File: src/rtl/pc_ctrl_if.sv
// pc_ctrl_if: control, table-config and status signals of the PC sequencer
interface pc_ctrl_if #(parameter int D = 12, parameter int A = 6);
  logic start, stall, branch, taken, abs_jump, halt, cfg_we;
  logic [A-1:0] lut_addr, cfg_addr;
  logic [D-1:0] cfg_data, pc;
  logic running, done;
  logic [15:0] taken_cnt;
  modport master(output start, stall, branch, taken, abs_jump, halt, cfg_we, lut_addr, cfg_addr, cfg_data,
                 input pc, running, done, taken_cnt);
  modport slave(input start, stall, branch, taken, abs_jump, halt, cfg_we, lut_addr, cfg_addr, cfg_data,
                output pc, running, done, taken_cnt);
endinterface

File: src/rtl/pc_ctrl.sv
// pc_ctrl: fetch-stage PC sequencer with runtime-writable branch-target table
module pc_ctrl #(parameter int D = 12, parameter int A = 6) (
  input logic clk,
  input logic reset_n,
  pc_ctrl_if.slave bus
);
  typedef enum logic [1:0] {IDLE, RUN, DONE} state_t;
  state_t state;
  logic [D-1:0] lut [2**A];
  logic [D-1:0] ent;
  logic go;
  // combinational read: a same-edge write to this index lands after the branch uses it
  assign ent = lut[bus.lut_addr];
  assign go = bus.branch & bus.taken;
  always_ff @(posedge clk or negedge reset_n)
    if (!reset_n) lut <= '{default: '0};
    else if (bus.cfg_we) lut[bus.cfg_addr] <= bus.cfg_data;
  always_ff @(posedge clk or negedge reset_n)
    if (!reset_n) begin
      state <= IDLE;
      bus.pc <= '0;
      bus.running <= 1'b0;
      bus.done <= 1'b0;
      bus.taken_cnt <= '0;
    end else
      case (state)
        IDLE:
          if (bus.start) begin
            state <= RUN;
            bus.running <= 1'b1;
            bus.taken_cnt <= '0;
          end
        RUN:
          if (!bus.stall) begin
            if (bus.halt) begin
              state <= DONE;
              bus.running <= 1'b0;
              bus.done <= 1'b1;
            end else begin
              bus.pc <= go ? (bus.abs_jump ? ent : bus.pc + ent) : bus.pc + 1'b1;
              if (go && bus.taken_cnt != 16'hFFFF) bus.taken_cnt <= bus.taken_cnt + 16'd1;
            end
          end
        DONE: begin
          state <= IDLE;
          bus.done <= 1'b0;
          bus.pc <= '0;
        end
        default: state <= IDLE;
      endcase
endmodule

File: src/flat_wrapper.sv
// flat-port wrapper written by rule: the top's interface ports become plain ports
module pc_ctrl_flat 
#(parameter int D = 12, parameter int A = 6)
  (clk, reset_n, bus_start, bus_stall, bus_branch, bus_taken, bus_abs_jump, bus_halt, bus_cfg_we, bus_lut_addr, bus_cfg_addr, bus_cfg_data, bus_pc, bus_running, bus_done, bus_taken_cnt);
  pc_ctrl_if #(.D(D), .A(A)) bus_i ();
  input logic clk;
  input logic reset_n;
  input wire logic [$bits(bus_i.start)-1:0] bus_start;
  input wire logic [$bits(bus_i.stall)-1:0] bus_stall;
  input wire logic [$bits(bus_i.branch)-1:0] bus_branch;
  input wire logic [$bits(bus_i.taken)-1:0] bus_taken;
  input wire logic [$bits(bus_i.abs_jump)-1:0] bus_abs_jump;
  input wire logic [$bits(bus_i.halt)-1:0] bus_halt;
  input wire logic [$bits(bus_i.cfg_we)-1:0] bus_cfg_we;
  input wire logic [$bits(bus_i.lut_addr)-1:0] bus_lut_addr;
  input wire logic [$bits(bus_i.cfg_addr)-1:0] bus_cfg_addr;
  input wire logic [$bits(bus_i.cfg_data)-1:0] bus_cfg_data;
  output wire logic [$bits(bus_i.pc)-1:0] bus_pc;
  output wire logic [$bits(bus_i.running)-1:0] bus_running;
  output wire logic [$bits(bus_i.done)-1:0] bus_done;
  output wire logic [$bits(bus_i.taken_cnt)-1:0] bus_taken_cnt;
  assign bus_i.start = bus_start;
  assign bus_i.stall = bus_stall;
  assign bus_i.branch = bus_branch;
  assign bus_i.taken = bus_taken;
  assign bus_i.abs_jump = bus_abs_jump;
  assign bus_i.halt = bus_halt;
  assign bus_i.cfg_we = bus_cfg_we;
  assign bus_i.lut_addr = bus_lut_addr;
  assign bus_i.cfg_addr = bus_cfg_addr;
  assign bus_i.cfg_data = bus_cfg_data;
  assign bus_pc = bus_i.pc;
  assign bus_running = bus_i.running;
  assign bus_done = bus_i.done;
  assign bus_taken_cnt = bus_i.taken_cnt;
  pc_ctrl #(.D(D), .A(A)) u_core (.clk(clk), .reset_n(reset_n), .bus(bus_i));
endmodule
File: config.mk
export PLATFORM = sky130hd
export DESIGN_NAME = pc_ctrl_flat
export DESIGN_NICKNAME = d
export VERILOG_FILES = /design/src/rtl/pc_ctrl_if.sv /design/src/rtl/pc_ctrl.sv /design/src/flat_wrapper.sv
export SDC_FILE = /design/constraint.sdc
export NUM_CORES = 1
export LEC_CHECK = 0
export CORE_UTILIZATION = 45
export DETAILED_ROUTE_END_ITERATION = 8
export GPL_TIMING_DRIVEN = 0
export SLEW_MARGIN = 20
export SYNTH_ARGS = -nofsm -noshare
export SYNTH_HDL_FRONTEND = slang
export SYNTH_SLANG_ARGS = --single-unit
File: constraint.sdc
create_clock -name clk -period 3.49 [get_ports clk]
set_clock_uncertainty 0.15 [all_clocks]
set_input_delay 0.8725 -clock clk [delete_from_list [all_inputs] [get_ports clk]]
set_output_delay 0.8725 -clock clk [all_outputs]
set_load 0.005 [all_outputs]
==> run summary <==
status = finished, violations left
failing checks = setup timing
EDFF count, synth = 0
post-synth design cell area = 37,200 µm²
syn_nets = 2,494
Clk Latency, worst-skew pair = 0.64 ns
Crit Path Class = primary input to register
Layout Nets = 2,690
fin crit share = 126%
Root Buffer = clkbuf_16
Crit. End Element = register
vias per inst = 6.10
Slew @ Worst Pin = 1.17 ns
Die H = 290 µm
worst path required time = 3.86 ns
most common cell after layout, fill and taps aside = dfrtp_1
maxcap violations = 0
vias in the first global route = 24,100
largest family of logic cells by synthesized area = multiplexers
mux share of post-synthesis cell area = 37.2%
Post-Synth Adder-Cell Area = 0.491%
Cells after Synth = 2,447
crit path DAT = 4.76 ns
DRT iter0 DRCs = 1,876
register area = 20,000 µm²
Multi-input gate area = 16,500 µm²
metal1 wirelength = 48.8 mm
met2 routed WL = 55.3 mm
# rows = 105
Seq cells post-synth = 800
H-tree depth = 3
core area = 82,000 µm²
Mapped Avg Cell Area = 15.2 µm²
gr ovfl total = 0
post-synthesis sequential area ratio = 53.8%
fmax = 0.228 GHz
Die Footprint = 83,900 µm²
hold crit path type = register to register
Synth Flop Type = dfrtp_1
fin crit period = 4.39 ns
Vias = 23,000
area delta synth->final = 16.2%
Top Metal Used = met5
Num CTS Buffers = 86
Warnings, synthesis = 0
WL met3 = 5.66 mm
Hold WS = 0.351 ns
post-route setup slack = -0.898 ns
Fill cells = 6,716
synth unique cells = 58
compound-cell area share of the yosys netlist = 2.07%
RSZ-0062 raised after global routing = yes
fraction of layout cells with a size suffix above 1 = 47.7%
CTS Buffer Depth = 3
Port Buf Inserts = 47
Ports = 63
Crit Path Max Fanout = 10
Final GP Congestion = 0.891
drt drc = 0
leakage power = 19.4 nW
overall routed net length = 113 mm
Setup TNS = -5.90 ns
Critical Path Source Type = primary input
DP HPWL = 80.2 mm
Max Transition Viols Final = 0
largest net degree at the start of global routing = 108
commonest non-fill, non-tap cells in the layout = dfrtp_1 (800), mux2_2 (774), mux4_2 (224), clkbuf_1 (160), nor2_1 (98)
PwrDens = 553 nW/µm²
clock slew at reported path FFs = 0.06 ns
Initial Util = 45.4%
final hold violation count = 0
ys async rst share = 100%
Rel. slew slack = 21.7%
Synth Area in Simple Gates = 3.39%
first-pass GRT wire length = 167 mm
Reg2Reg Setup Slack = -0.69 ns
CTS tree = done
routed len/inst = 29.9 µm
XOR/XNOR share of the synthesized area = 0.541%
DR pass1 iterations = 5
Die X = 290 µm
final setup violating endpoints = 10
worst vdd ir = 0.434 mV
clk sinks = 800
initial antenna violation count = 4
Tot GR Track Use = 27.7%
remaining antenna violation count = 0
[layer usage]
layer | vias to the layer above | global-route usage (%)
li1 | 9498 | -
met1 | 12700 | 38.4
met2 | 657 | 45.2
met3 | 165 | 4.10
met4 | 2 | 8.46
met5 | - | 0
[Yosys cell counts (3+ instances only)]
cell / instances / share of area, %
mux2_2: 774 / 23
o211ai_1: 4 / 0.081
mux2i_1: 8 / 0.22
buf_6: 6 / 0.18
nand3_1: 27 / 0.36
xnor2_1: 16 / 0.38
a221o_1: 3 / 0.081
nand2_1: 53 / 0.53
nand2b_1: 3 / 0.050
nor2_1: 99 / 1.0
nand4_1: 6 / 0.10
buf_4: 12 / 0.24
nor3b_1: 10 / 0.20
a211oi_1: 4 / 0.081
nand3b_1: 3 / 0.060
a31oi_1: 4 / 0.067
nor4_1: 7 / 0.12
or4_1: 3 / 0.060
and3b_1: 5 / 0.12
or3_1: 5 / 0.084
nor3_1: 16 / 0.22
mux4_2: 224 / 14
a22oi_1: 31 / 0.62
ha_1: 13 / 0.44
nor2b_1: 9 / 0.15
a21oi_1: 22 / 0.30
o21ai_0: 21 / 0.28
inv_1: 8 / 0.081
buf_2: 18 / 0.24
a21o_1: 3 / 0.060
dfrtp_1: 800 / 54
and3_1: 6 / 0.10
xor2_1: 7 / 0.16
buf_1: 19 / 0.19
clkbuf_1: 161 / 1.6
and2_1: 6 / 0.10
[kinds of logic (layout without fill, tap and decap cells)]
group                    Yosys count  after routing
AO/OA/AOI/OAI                    114            114
flip-flops                       800            800
adder cells (fa/ha/maj)           14             14
buffers and inverters            226            485
other                              0              1
XOR/XNOR                          23             23
multiplexers                    1006           1006
AND/OR/NAND/NOR                  264            264
[metrics by stage]
step	area, µm²	power [mW]	util, %	instances	setup WS (ns)
final	43300	23.9	52.8	3777	-0.898
after global routing	43300	24.9	52.8	3776	-1.02
after CTS	43000	24.0	52.4	3757	-0.826
after detailed placement	39400	14.8	48.1	3572	-3.03
after global placement	39200	14.7	47.8	3564	-32.90
after floorplan	37400	13.5	-	2447	-1.04
[power breakdown]
part	leakage, nW	internal (mW)	total [mW]	switching (mW)
combinational	7.43	2.06	3.74	1.68
clock	1.35	5.26	9.01	3.74
sequential	10.6	10.5	11.2	0.677
total	19.4	17.8	23.9	6.10
[cell type report]
type | instances | area share (%)
well taps | 1070 | 3.09
repair buffers | 108 | 2.65
clock inverters | 22 | 0.532
inverters | 10 | 0.0897
clock buffers | 129 | 5.82
diodes | 1 | 0.00578
multi-input cells | 1421 | 38.1
plain buffers | 216 | 3.45
flip-flops and latches | 800 | 46.3
[what timing repair did]
item / in CTS / in global routing
endpoints found under the setup margin: 12 / 102
setup buffers: 32 / 20
pin swaps: 13 / 32
hold buffers: 1 / 0
gates cloned: 1 / 0
endpoints found under the hold margin: 35 / 0
gates resized for setup: 118 / 66
[registers in the layout, indices dropped and copies added, names as in the netlist]
name / cells
u_core.state: 2
u_core.bus.taken_cnt: 16
u_core.bus.done: 1
u_core.bus.pc: 12
u_core.bus.running: 1
u_core.lut: 768
[worst max-delay path, stage by stage]
cell and delay [ns]:
clkdlybuf4s15_1 0.30, buf_6 0.21, clkbuf_4 0.29, clkbuf_8 0.29
mux4_2 0.31, mux4_2 0.60, ha_4 0.21, fa_2 0.37
a21oi_4 0.20, o211ai_1 0.13, nor2_1 0.19, xor2_1 0.16
o211ai_1 0.14, a31o_1 0.26, a32o_1 0.19
[final timing paths]
path,cells after the start,end,from
max,15,u_core.bus.pc[6],bus_lut_addr[2]
min,1,u_core.lut[109],u_core.lut[109]
max reg2reg,12,u_core.bus.pc[6],u_core.lut[0]
min reg2reg,1,u_core.lut[109],u_core.lut[109]
max in group asynchronous,5,u_core.lut[200],reset_n
min in group asynchronous,2,u_core.bus.taken_cnt[9],reset_n
Note: power is estimated with default switching activity, not from simulation.
